### src/rtl/debounce_multi.sv
`default_nettype none
// ============================================================================
// Module   : debounce_multi
// Brief    : N-channel debouncer: synchroniser, stability counter, clean level,
//            rise/fall pulses. Long-press detection when DEBOUNCE_LONGPRESS_EN.
// Revision : 1.0 - initial release
// ============================================================================
module debounce_multi #(
    parameter int unsigned N_CH          = 4,
    parameter int unsigned STABLE_CYCLES = 2000000,
    parameter int unsigned SYNC_STAGES   = 2,
    parameter logic        INIT_LEVEL    = 1'b0,
    parameter int unsigned LONG_CYCLES   = 100000000
) (
    input  logic            clk_i,
    input  logic            reset_i,
    input  logic [N_CH-1:0] noisy_in_i,
    output logic [N_CH-1:0] clean_out_o,
    output logic [N_CH-1:0] rise_pulse_o,
    output logic [N_CH-1:0] fall_pulse_o,
    output logic [N_CH-1:0] long_press_o
);

    localparam int unsigned        c_cnt_w   = (STABLE_CYCLES > 1) ? $clog2(STABLE_CYCLES) : 1;
    localparam logic [c_cnt_w-1:0] c_cnt_max = c_cnt_w'(STABLE_CYCLES - 1);

    genvar ch;
    generate
        for (ch = 0; ch < N_CH; ch++) begin : g_ch
            logic [SYNC_STAGES-1:0] sync_q;
            logic                   cand_q, cand_d;
            logic [c_cnt_w-1:0]     cnt_q, cnt_d;
            logic                   clean_q, clean_d;
            logic                   rise_q, fall_q;
            logic                   w_sync_s;

            assign w_sync_s = sync_q[SYNC_STAGES-1];

            // A mismatch against the candidate restarts the count; the
            // counter parks at its terminal value while the level is stable.
            always_comb begin
                cand_d  = cand_q;
                cnt_d   = cnt_q;
                clean_d = clean_q;
                if (w_sync_s != cand_q) begin
                    cand_d = w_sync_s;
                    cnt_d  = '0;
                end else if (cnt_q != c_cnt_max) begin
                    cnt_d = cnt_q + 1'b1;
                end else begin
                    clean_d = cand_q;
                end
            end

            always_ff @(posedge clk_i or posedge reset_i) begin
                if (reset_i) begin
                    sync_q  <= {SYNC_STAGES{INIT_LEVEL}};
                    cand_q  <= INIT_LEVEL;
                    cnt_q   <= '0;
                    clean_q <= INIT_LEVEL;
                    rise_q  <= 1'b0;
                    fall_q  <= 1'b0;
                end else begin
                    sync_q  <= {sync_q[SYNC_STAGES-2:0], noisy_in_i[ch]};
                    cand_q  <= cand_d;
                    cnt_q   <= cnt_d;
                    clean_q <= clean_d;
                    rise_q  <= clean_d & ~clean_q;
                    fall_q  <= ~clean_d & clean_q;
                end
            end

            assign clean_out_o[ch]  = clean_q;
            assign rise_pulse_o[ch] = rise_q;
            assign fall_pulse_o[ch] = fall_q;

`ifdef DEBOUNCE_LONGPRESS_EN
            localparam int unsigned         c_hold_w   = $clog2(LONG_CYCLES + 1);
            localparam logic [c_hold_w-1:0] c_hold_max = c_hold_w'(LONG_CYCLES);
            localparam logic [c_hold_w-1:0] c_hold_pre = c_hold_w'(LONG_CYCLES - 1);

            logic [c_hold_w-1:0] hold_q, hold_d;
            logic                long_q, long_d;

            // Pulse on the edge where the hold count lands on its limit;
            // saturation then blocks any repeat until the level drops.
            always_comb begin
                hold_d = '0;
                long_d = 1'b0;
                if (clean_q) begin
                    hold_d = (hold_q == c_hold_max) ? hold_q : hold_q + 1'b1;
                    long_d = (hold_q == c_hold_pre);
                end
            end

            always_ff @(posedge clk_i or posedge reset_i) begin
                if (reset_i) begin
                    hold_q <= '0;
                    long_q <= 1'b0;
                end else begin
                    hold_q <= hold_d;
                    long_q <= long_d;
                end
            end

            assign long_press_o[ch] = long_q;
`else
            localparam int unsigned c_unused_long = LONG_CYCLES;
            assign long_press_o[ch] = 1'b0;
`endif
        end
    endgenerate

endmodule
`default_nettype wire
### config.mk
export PLATFORM = sky130hd
export DESIGN_NAME = debounce_multi
export DESIGN_NICKNAME = d
export VERILOG_FILES = /design/src/rtl/debounce_multi.sv
export SDC_FILE = /design/constraint.sdc
export NUM_CORES = 1
export LEC_CHECK = 0
export BUFFER_PORTS_ARGS = -buffer_cell sky130_fd_sc_hd__clkbuf_2
export CAP_MARGIN = 20
export CORE_MARGIN = 3
export CORE_UTILIZATION = 54
export DETAILED_ROUTE_END_ITERATION = 8
export PLACE_DENSITY_LB_ADDON = 0.3
export SYNTH_ARGS = -nofsm -noshare
export SYNTH_HDL_FRONTEND = slang
export SYNTH_SLANG_ARGS = --single-unit
export TNS_END_PERCENT = 100
### constraint.sdc
create_clock -name clk_i -period 8.3 [get_ports clk_i]
set_input_delay 0.83 -clock clk_i [delete_from_list [all_inputs] [get_ports clk_i]]
set_output_delay 0.83 -clock clk_i [all_outputs]
set_load 0.02 [all_outputs]
==> impl_metrics.py, run 1 <==
metrics = {
    "synth": {
        "ys_seq_area_share_pct": 52.14,
        "syn_inst": 516,
        "synth-seq-cells": 108,
        "synth_edf_count": 0,
        "ys_warn_count": 0,
        "synth_cell_type_count": 45,
        "syn-mean-instance-area_sq_um": 10.05,
        "synthFlopType": "dfrtp_1",
        "synth_top_cell_by_area": "dfrtp_1",
        "syn_area_sq_um": 5184,
        "synthTopCellsByArea": "dfrtp_1 (52%), xor2_1 (8.1%), nor2_1 (6.2%), xnor2_1 (3.7%), nand2_1 (2.5%)",
        "async_flop_share_pct": 100.0,
        "synth_top_area_share_pct": 52.14,
    },
    "setup_path": {
        "slowest_delay_ps": 450,
        "cp_top_family": "simple AND/OR/NAND/NOR gates",
        "r2r_slack_ps": 6180,
        "crit_chain": "ha_1, nand3_1, or2_2, or3_4, a211oi_1, a31o_2",
        "critical_path_class": "reg -> reg",
        "crit_buf_inv": 0,
        "worstSetupEndpointType": "flop",
        "cp.arrival_ps": 2450,
        "start_kind": "flop",
        "cp_max_fo": 11,
        "slowest_stage": "or3_4",
        "required_ps": 8630,
    },
    "timing": {
        "finalHoldViolCount": 0,
        "slew_headroom_pct": 37.63,
        "timing.fmax_ghz": 0.4722,
        "slew_violations": 0,
        "finalWorstPathRequiredPeriod_ps": 2118,
        "max_slew.worst_pin.slew_ps": 927.0,
        "skew_ps": 6.738,
        "tns_ps": 0,
        "fin_crit_sh_pct": 25.52,
        "finalSetupViolCount": 0,
        "rsz0062_at_grt": "no",
    },
    "die": {
        "ios": 22,
        "die-area_sq_um": 10810,
        "core_sq_um": 9284,
        "start_util_pct": 55.84,
        "rows": 35,
        "die_h_um": 104.0,
        "dieWidth_um": 104.0,
    },
    "route": {
        "remaining_drc_errors": 0,
        "drtIter0Drc": 134,
        "ant_nets": 0,
        "via_count": 3553,
        "via_per_inst": 5.466,
        "post_drt_wl_per_cell_um": 13.57,
        "drt-pass1-iter-count": 4,
        "wirelength_mm": 8.823,
    },
    "run": {
        "max_cap_violations": 0,
    },
    "cells_and_area": {
        "layout-drive-gt1-share_pct": 10.17,
        "final_net_count": 526,
        "mostFrequentLayoutCell": "dfrtp_1",
        "nFillCells": 801,
        "fin_util_pct": 58.72,
        "antenna_cells": 0,
        "final_cell_mix": "dfrtp_1 (108), nor2_1 (86), xor2_1 (48)",
        "syn2layout_area_growth_pct": 5.165,
    },
    "global_routing": {
        "gr-total-overflow": 0,
        "first_global_vias": 3480,
        "grt_use_total_pct": 17.60,
        "antenna_found_initial": 0,
        "grt_first_pass_wirelength_mm": 15.80,
        "grt_max_degree": 60,
    },
    "run_status": {
        "status": "finished, final reports clean",
    },
    "clock_network": {
        "cts_root_buf": "clkbuf_8",
        "numCtsBuffers": 9,
        "clk_pin_slew_ps": 100,
        "cts_max_path_buffers": 2,
        "cts_tree": "done",
        "cts_setup_buffers": 0,
        "htreeDepth": 3,
        "clock_sinks": 108,
        "cts_resized": 0,
        "clk_latency_ps": 380,
        "ctsHoldBuffers": 0,
    },
    "placed_design": {
        "place_hpwl_mm": 5.954,
        "gp_congestion": 0.7975,
        "port_buffers": 17,
    },
    "worst_hold_path": {
        "hold_path_class": "reg -> reg",
    },
    "power": {
        "p_leak_nw": 2.349,
        "irDropWorstVdd_mv": 0.1203,
        "p_per_area_nw_per_um2": 168.2,
    },
}
-- layout make-up --
type | count | area, sq um | share of cell area, %
clock buffers | 10 | 137.6 | 2.525
clock inverters | 6 | 53.80 | 0.9869
inverters | 10 | 40.04 | 0.7345
multi-input cells | 365 | 2233 | 40.97
flip-flops and latches | 108 | 2703 | 49.58
well taps | 129 | 161.4 | 2.961
repair buffers | 22 | 122.6 | 2.249
-- path summary, 6_finish.rpt --
kind	start	endpoint	depth (start not counted)
setup / recovery	g_ch[2].cnt_q[0]	g_ch[2].cnt_q[7]	6
hold / removal	g_ch[2].sync_q[0]	g_ch[2].sync_q[1]	0
setup reg to reg	g_ch[2].cnt_q[0]	g_ch[2].cnt_q[7]	6
hold reg to reg	g_ch[2].sync_q[0]	g_ch[2].sync_q[1]	0
max in group asynchronous	reset_i	g_ch[2].cand_q	3
min in group asynchronous	reset_i	g_ch[3].rise_q	2
-- power by group --
part	leakage (nW)	switching, W	total (W)	internal (W)
logic	0.782	0.0000354	0.0000515	0.0000161
clock network	0.0958	0.000190	0.000313	0.000123
registers	1.47	0.0000148	0.000553	0.000538
-- per-stage QoR --
step	power [W]	cells	cell area [sq um]	setup slack [ps]	hold slack [ps]
after global routing	0.0009628	650	5451	6000	366.2
after floorplan	0.0006014	519	5195	4624	331.2
after global placement	0.0006131	634	5260	6165	336.1
final	0.0009171	650	5451	6182	359.2
after detailed placement	0.0006161	634	5260	6152	338.7
after CTS	0.0009307	650	5451	6174	363.9
-- per-layer routing --
metal	up-vias	track usage (%)	part of all wire [%]
met5	-	0	0
met4	0	5.033	1.1
met3	9	5.400	3.8
met2	46	28.09	48
met1	1746	23.36	47
li1	1752	-	-
-- sequential cells by signal (all words and copies together), names as in the netlist --
signal and cells:
g_ch.rise_q 4, g_ch.sync_q 8, g_ch.fall_q 4, g_ch.cnt_q 84
g_ch.clean_q 4, g_ch.cand_q 4
-- cell families (layout without fill, tap and decap cells) --
group | Yosys count | count (layout) | share of synthesized area (%)
AO/OA/AOI/OAI | 49 | 49 | 6.010
multiplexers | 3 | 3 | 0.5793
flip-flops | 108 | 108 | 52.14
XOR/XNOR | 70 | 70 | 11.83
adder cells (fa/ha/maj) | 4 | 4 | 0.9655
buffers and inverters | 46 | 48 | 4.996
other | 1 | 4 | 0.07234
AND/OR/NAND/NOR | 235 | 235 | 23.41
-- worst reg2reg max path: cells and delay by family, from the launching register on --
family,cells,cell delay [ps]
and+or+nand+nor,3,1050
DFF,1,430
AOI/OAI and AO/OA,2,370
adders and majority gates,1,210
-- cells in the mapped netlist, types with 5 or more instances --
cell,n
a21oi_1,7
a31oi_1,5
and3_1,12
buf_4,16
clkbuf_1,14
dfrtp_1,108
inv_1,10
nand2_1,35
nand3_1,22
nand4_1,19
nor2_1,86
nor3_1,14
nor4_1,9
nor4b_1,6
o211ai_1,7
o21ai_0,17
or3_1,7
xnor2_1,22
xor2_1,48
Power figures use the tool's default switching activity.
==> run 2, diff against run 1 <==
Settings changed: ABC_AREA set to 1.
Clock period 8.3 ns to 2 ns, I/O delays scaled along.
==> run 2 against run 1 <==
Synthesized area is 20% higher; maximum frequency grew 28%; wire length grew 48%; worst hold slack got worse by 7.3 ps; power increased to 4.9 times the previous value; via count up 51%; worst setup slack worse by 5800 ps; critical endpoint is now g_ch[2].clean_q; largest power group unchanged; highest routed layer unchanged.
==> impl_metrics.py, run 2 <==
metrics = {
    "synth": {
        "synth_cell_type_count": 28,
        "synth_top_cell_by_area": "dfrtp_1",
        "synth_top_area_share_pct": 43.46,
        "async_flop_share_pct": 100.0,
        "syn_area_sq_um": 6218,
        "ys_seq_area_share_pct": 43.46,
        "synthSimpleGateAreaFrac_pct": 40.80,
        "synthMuxAreaShare_pct": 0,
        "synth_top_family_by_area": "simple AND/OR/NAND/NOR gates",
        "synth-compound-area-share_pct": 3.823,
        "synthXorXnorAreaFrac_pct": 2.636,
        "synthFlopType": "dfrtp_1",
        "ys_warn_count": 0,
        "synth-seq-cells": 108,
        "synthMostInstantiatedCell": "nand2_1",
        "synth-adder-area-share_pct": 0.8048,
        "synthTopCellsByArea": "dfrtp_1 (43%), nand2_1 (15%), nor2_1 (10%), nand3_1 (6.1%), inv_1 (5.6%)",
        "syn-mean-instance-area_sq_um": 7.074,
        "synth_edf_count": 0,
        "syn_inst": 879,
        "synth_common_cells": "nand2_1 (247), nor2_1 (172), dfrtp_1 (108)",
    },
    "placed_design": {
        "place_area_sq_um": 6412,
        "gp_congestion": 0.9104,
        "dp.cells": 1021,
        "port_buffers": 17,
        "place_hpwl_mm": 9.527,
    },
    "timing": {
        "rsz0062_at_grt": "no",
        "tns_ps": 0,
        "finalWorstPathRequiredPeriod_ps": 1654,
        "finalSetupViolCount": 0,
        "fin_crit_sh_pct": 82.69,
        "max_slew.worst_pin.slew_ps": 619.0,
        "slew_headroom_pct": 58.64,
        "slew_violations": 0,
        "holdWs_ps": 351.9,
        "finalHoldViolCount": 0,
        "timing.fmax_ghz": 0.6047,
        "skew_ps": 6.422,
    },
    "die": {
        "die_h_um": 113.3,
        "core_sq_um": 11030,
        "dieWidth_um": 113.3,
        "ios": 22,
        "start_util_pct": 56.37,
        "rows": 38,
        "die-area_sq_um": 12840,
    },
    "route": {
        "drt-pass1-iter-count": 5,
        "remaining_drc_errors": 0,
        "post_drt_wl_per_cell_um": 12.52,
        "via_count": 5357,
        "wirelength_mm": 13.05,
        "ant_nets": 0,
        "via_per_inst": 5.141,
        "drtIter0Drc": 374,
    },
    "power": {
        "switching_share_pct": 23.08,
        "power_switching_w": 0.001036,
        "p_per_area_nw_per_um2": 660.7,
        "p_clk_share_pct": 43.8,
        "combPwrFrac_pct": 5.7,
        "irDropWorstVdd_mv": 0.6825,
        "p_leak_nw": 3.010,
        "p_int_w": 0.003454,
        "seqPwrFrac_pct": 50.5,
    },
    "setup_path": {
        "required_ps": 2230,
        "worstSetupEndpointType": "flop",
        "critical_path_class": "reg -> reg",
        "startpoint": "g_ch[2].cnt_q[0]",
        "start_kind": "flop",
        "cp.arrival_ps": 1890,
        "worstReg2RegStart": "g_ch[2].cnt_q[0]",
        "cp_max_fo": 6,
    },
    "cells_and_area": {
        "reg_top3": "g_ch.cnt_q: 84 flops, g_ch.sync_q: 8 flops",
        "multiInputGateArea_sq_um": 3004,
        "final_net_count": 907,
        "nFillCells": 1046,
        "mostFrequentLayoutCell": "nand2_1",
        "antenna_cells": 0,
        "regMostFlops": "g_ch.cnt_q",
        "syn2layout_area_growth_pct": 9.296,
        "fin_area_sq_um": 6797,
        "finalNonFillerCells": 1042,
        "regArea_sq_um": 2703,
        "layout-drive-gt1-share_pct": 9.978,
        "final_cell_mix": "nand2_1 (247), nor2_1 (172), dfrtp_1 (108)",
        "largest_register_ff_count": 84,
    },
    "clock_network": {
        "clk_pin_slew_ps": 70,
        "clock_sinks": 108,
        "clk_latency_ps": 350,
        "cts_resized": 0,
        "numCtsBuffers": 9,
        "cts_root_buf": "clkbuf_16",
        "cts_tree": "done",
        "htreeDepth": 3,
        "cts_max_path_buffers": 2,
    },
    "global_routing": {
        "first_global_vias": 5119,
        "gr-total-overflow": 0,
        "grt_first_pass_wirelength_mm": 23.06,
        "antenna_found_initial": 0,
        "grt_use_total_pct": 21.88,
        "grt_max_degree": 44,
    },
    "worst_hold_path": {
        "hold_path_class": "reg -> reg",
        "min_from": "g_ch[0].sync_q[0]",
    },
    "run_status": {
        "status": "finished, final reports clean",
    },
    "run": {
        "max_cap_violations": 0,
    },
}
-- run 2: cell count changes in the layout (fill, tap and decap cells not counted), moves of 10 or more --
cell and change:
inv_1 +82, nor2_2 +10, nor2_1 +86, and3_1 -12, nand2_1 +212, or2_2 +10, xor2_1 -37, a21oi_1 +17
nor3_1 +13, nand3_1 +54, xnor2_1 -18
-- run 2: metal layers --
metal / up-vias / GRT usage, % / wire length, um
li1: 2775 / - / -
met1: 2455 / 29.54 / 6378
met2: 106 / 36.26 / 5970
met3: 21 / 4.706 / 510
met4: 0 / 5.288 / 189
met5: - / 0 / 0
-- run 2: timing repair --
item,CTS,global route
endpoints found under the hold margin,29,0
setup buffers,0,0
hold buffers,5,0
-- run 2: worst paths after layout --
kind | slack, ps | cells past startpoint | to
max in group asynchronous | 920 | 4 | g_ch[1].cnt_q[15]
min in group asynchronous | 480 | 3 | g_ch[1].fall_q
worst min-delay path | 350 | 0 | g_ch[0].sync_q[1]
worst min register to register | 350 | 0 | g_ch[0].sync_q[1]
worst max-delay path | 350 | 6 | g_ch[2].clean_q
worst max register to register | 350 | 6 | g_ch[2].clean_q
-- run 2: logic make-up (layout without fill, tap and decap cells) --
logic type / count (synthesis) / after routing
compound gates: 46 / 46
xor+xnor: 17 / 17
fa+ha+maj: 4 / 4
buf+inv: 121 / 141
flops: 108 / 108
other cells: 1 / 4
simple gates: 582 / 582
-- run 2: area by class of cell --
class                      count  area share, %
multi-input combinational    653          44.20
sequential                   108          39.76
inverter                      95          5.302
clock buffer                  10          3.516
timing repair buffer          30          3.240
tap                          140          2.577
clock inverter                 6          1.399
-- run 2: stage by stage --
step                      setup slack (ps)  util (%)  power (W)
after CTS                            338.4     61.62   0.004545
after global placement               435.9     58.13   0.002553
after floorplan                      498.5         -   0.002484
after global routing                 151.6     61.62   0.004656
final                                346.2     61.62   0.004491
after detailed placement             353.9     58.13   0.002560
-- run 2: critical path, cell delays in order, from the launching register on --
cell and delay [ps]:
dfrtp_1 440, ha_1 320, nand3_4 150, nor2_2 180, nand3_2 120, o21ai_0 230
nand2_1 100
-- run 2: power groups by stage --
stage,clock network (W),registers (W),logic [W]
after floorplan,0,0.00230,0.000184
after global placement,0,0.00231,0.000247
after detailed placement,0,0.00231,0.000251
after CTS,0.00202,0.00227,0.000261
after global routing,0.00209,0.00227,0.000294
final,0.00197,0.00227,0.000255
==> run 3, diff against run 2 <==
Clock period 2 ns to 1.7 ns, I/O delays scaled along.
==> run 3 against run 2 <==
The flow now finishes with violations (negative hold slack); die area unchanged; flip-flop and latch count did not move; sequential share of layout area rose by 0.37 points; critical path depth did not move; first-iteration DRC count up 9.6%; clock skew rose by 1.3 ps; wire length decreased by 5.9%; design area fell by 0.92%; power grew 9.6%; largest power group unchanged; highest routed layer unchanged.
==> impl_metrics.py, run 3 (synthesized netlist as in run 2, its figures left out) <==
metrics = {
    "timing": {
        "slew_headroom_pct": 63.34,
        "timing.fmax_ghz": 0.6214,
        "slew_violations": 0,
        "finalHoldViolCount": 30,
        "rsz0062_at_grt": "no",
        "finalWorstPathRequiredPeriod_ps": 1609,
        "finalSetupViolCount": 0,
        "skew_ps": 7.762,
        "max_slew.worst_pin.slew_ps": 549.9,
        "tns_ps": 0,
        "holdWs_ps": -47.84,
        "fin_crit_sh_pct": 94.66,
    },
    "clock_network": {
        "numCtsBuffers": 9,
        "clk_latency_ps": 340,
        "htreeDepth": 3,
        "clk_pin_slew_ps": 70,
        "cts_max_path_buffers": 2,
        "cts_tree": "done",
        "cts_root_buf": "clkbuf_16",
        "clock_sinks": 108,
    },
    "die": {
        "die-area_sq_um": 12840,
        "start_util_pct": 56.37,
        "die_h_um": 113.3,
        "rows": 38,
        "core_sq_um": 11030,
        "ios": 22,
        "dieWidth_um": 113.3,
    },
    "setup_path": {
        "rr_worst_depth": 6,
        "required_ps": 1940,
        "r2r_slack_ps": 90,
        "cp.arrival_ps": 1840,
        "worstReg2RegStart": "g_ch[1].cnt_q[0]",
        "rr_endpoint": "g_ch[1].cnt_q[14]",
        "startpoint": "g_ch[1].cnt_q[0]",
        "critical_path_class": "reg -> reg",
        "worstSetupEndpointType": "flop",
        "crit_buf_inv": 0,
        "start_kind": "flop",
        "cp_top_family": "simple AND/OR/NAND/NOR gates",
        "slowest_delay_ps": 400,
        "crit_chain": "ha_2, nand3_1, nor2_1, nand3_1, xor2_1, nor2_1",
        "cp_max_fo": 6,
        "slowest_stage": "dfrtp_1",
    },
    "power": {
        "p_per_area_nw_per_um2": 730.9,
        "p_leak_nw": 2.967,
        "switching_share_pct": 24.39,
        "power_switching_w": 0.001200,
        "irDropWorstVdd_mv": 0.6472,
        "p_clk_share_pct": 39.7,
        "p_int_w": 0.003722,
        "seqPwrFrac_pct": 54.1,
        "combPwrFrac_pct": 6.2,
    },
    "route": {
        "via_count": 5289,
        "via_per_inst": 5.081,
        "post_drt_wl_per_cell_um": 11.79,
        "drtIter0Drc": 410,
        "ant_nets": 0,
        "wirelength_mm": 12.28,
        "remaining_drc_errors": 0,
        "drt-pass1-iter-count": 5,
    },
    "placed_design": {
        "place_hpwl_mm": 8.981,
        "port_buffers": 17,
        "gp_congestion": 0.9170,
        "place_area_sq_um": 6412,
    },
    "cells_and_area": {
        "final_cell_mix": "nand2_1 (247), nor2_1 (171), dfrtp_1 (108)",
        "largest_register_ff_count": 84,
        "nFillCells": 976,
        "layout-drive-gt1-share_pct": 10.43,
        "fin_area_sq_um": 6734,
        "syn2layout_area_growth_pct": 8.290,
        "mostFrequentLayoutCell": "nand2_1",
        "antenna_cells": 0,
        "regMostFlops": "g_ch.cnt_q",
        "reg_top3": "g_ch.cnt_q: 84 flops, g_ch.sync_q: 8 flops",
        "final_net_count": 906,
    },
    "run_status": {
        "violations": "negative hold slack",
        "status": "finished, violations left",
    },
    "global_routing": {
        "antenna_found_initial": 0,
        "grt_first_pass_wirelength_mm": 21.96,
        "gr-total-overflow": 0,
        "grt_use_total_pct": 20.56,
        "first_global_vias": 4830,
        "grt_max_degree": 109,
    },
    "worst_hold_path": {
        "hold_path_class": "in -> async",
    },
    "run": {
        "max_cap_violations": 0,
    },
}
-- run 3: changes by cell type in the layout (fill, tap and decap cells not counted), sizes merged --
cell and delta:
bufinv -2, clkbuf -1, clkinv +1, clkinvlp +2, dlygate4sd3 -1
-- run 3: metal layers --
metal  wire [um]  GRT usage, %  vias to the layer above
li1            -             -                     2776
met1        6128         30.42                     2378
met2        5415         31.40                      121
met3         563         3.583                       14
met4         171         5.449                        0
met5           0             0                        -
-- run 3: through the flow --
step / setup slack [ps] / util [%] / instances / power, W
final: 90.83 / 61.05 / 1041 / 0.004922
after global routing: 0.9770 / 61.05 / 1041 / 0.005147
after CTS: 96.45 / 61.00 / 1041 / 0.004987
after detailed placement: 110.4 / 58.13 / 1021 / 0.003015
after global placement: 121.8 / 58.13 / 1021 / 0.003012
after floorplan: 228.5 / - / 882 / 0.002922
-- run 3: tightest hold or removal path: cells and delay by family --
kind / cells / cell delay [ps]
buffers and inverters: 3 / 580
-- run 3: area by class of cell --
cell class / count / area (sq um) / share of cell area [%]
tap: 140 / 175.2 / 2.601
clock inverter: 7 / 51.30 / 0.7618
sequential: 108 / 2703 / 40.13
inverter: 95 / 360.3 / 5.351
timing repair buffer: 29 / 210.2 / 3.122
clock buffer: 9 / 225.2 / 3.344
multi-input combinational: 653 / 3009 / 44.69
-- run 3: worst max path at each step --
stage	depth (start not counted)	endpoint	slack (ps)
2_1_floorplan	1	g_ch[0].cand_q	230
3_3_place_gp	6	g_ch[1].cnt_q[14]	120
3_5_place_dp	6	g_ch[1].cnt_q[14]	110
4_1_cts	6	g_ch[1].cnt_q[14]	100
5_1_grt	9	g_ch[3].clean_q	1
6_report	6	g_ch[1].cnt_q[14]	90
-- run 3: timing repair --
item,in CTS,in global routing
endpoints found under the setup margin,0,16
hold buffers,4,0
endpoints found under the hold margin,4,0
resized for setup,0,4
setup buffers,0,0
-- run 3: power by group through the flow --
stage	clock, W	combinational, W	sequential [W]
finish	0.00195	0.000305	0.00266
global placement	0	0.000300	0.00271
global route	0.00213	0.000347	0.00267
detailed placement	0	0.000302	0.00271
floorplan	0	0.000216	0.00271
CTS	0.00201	0.000309	0.00266
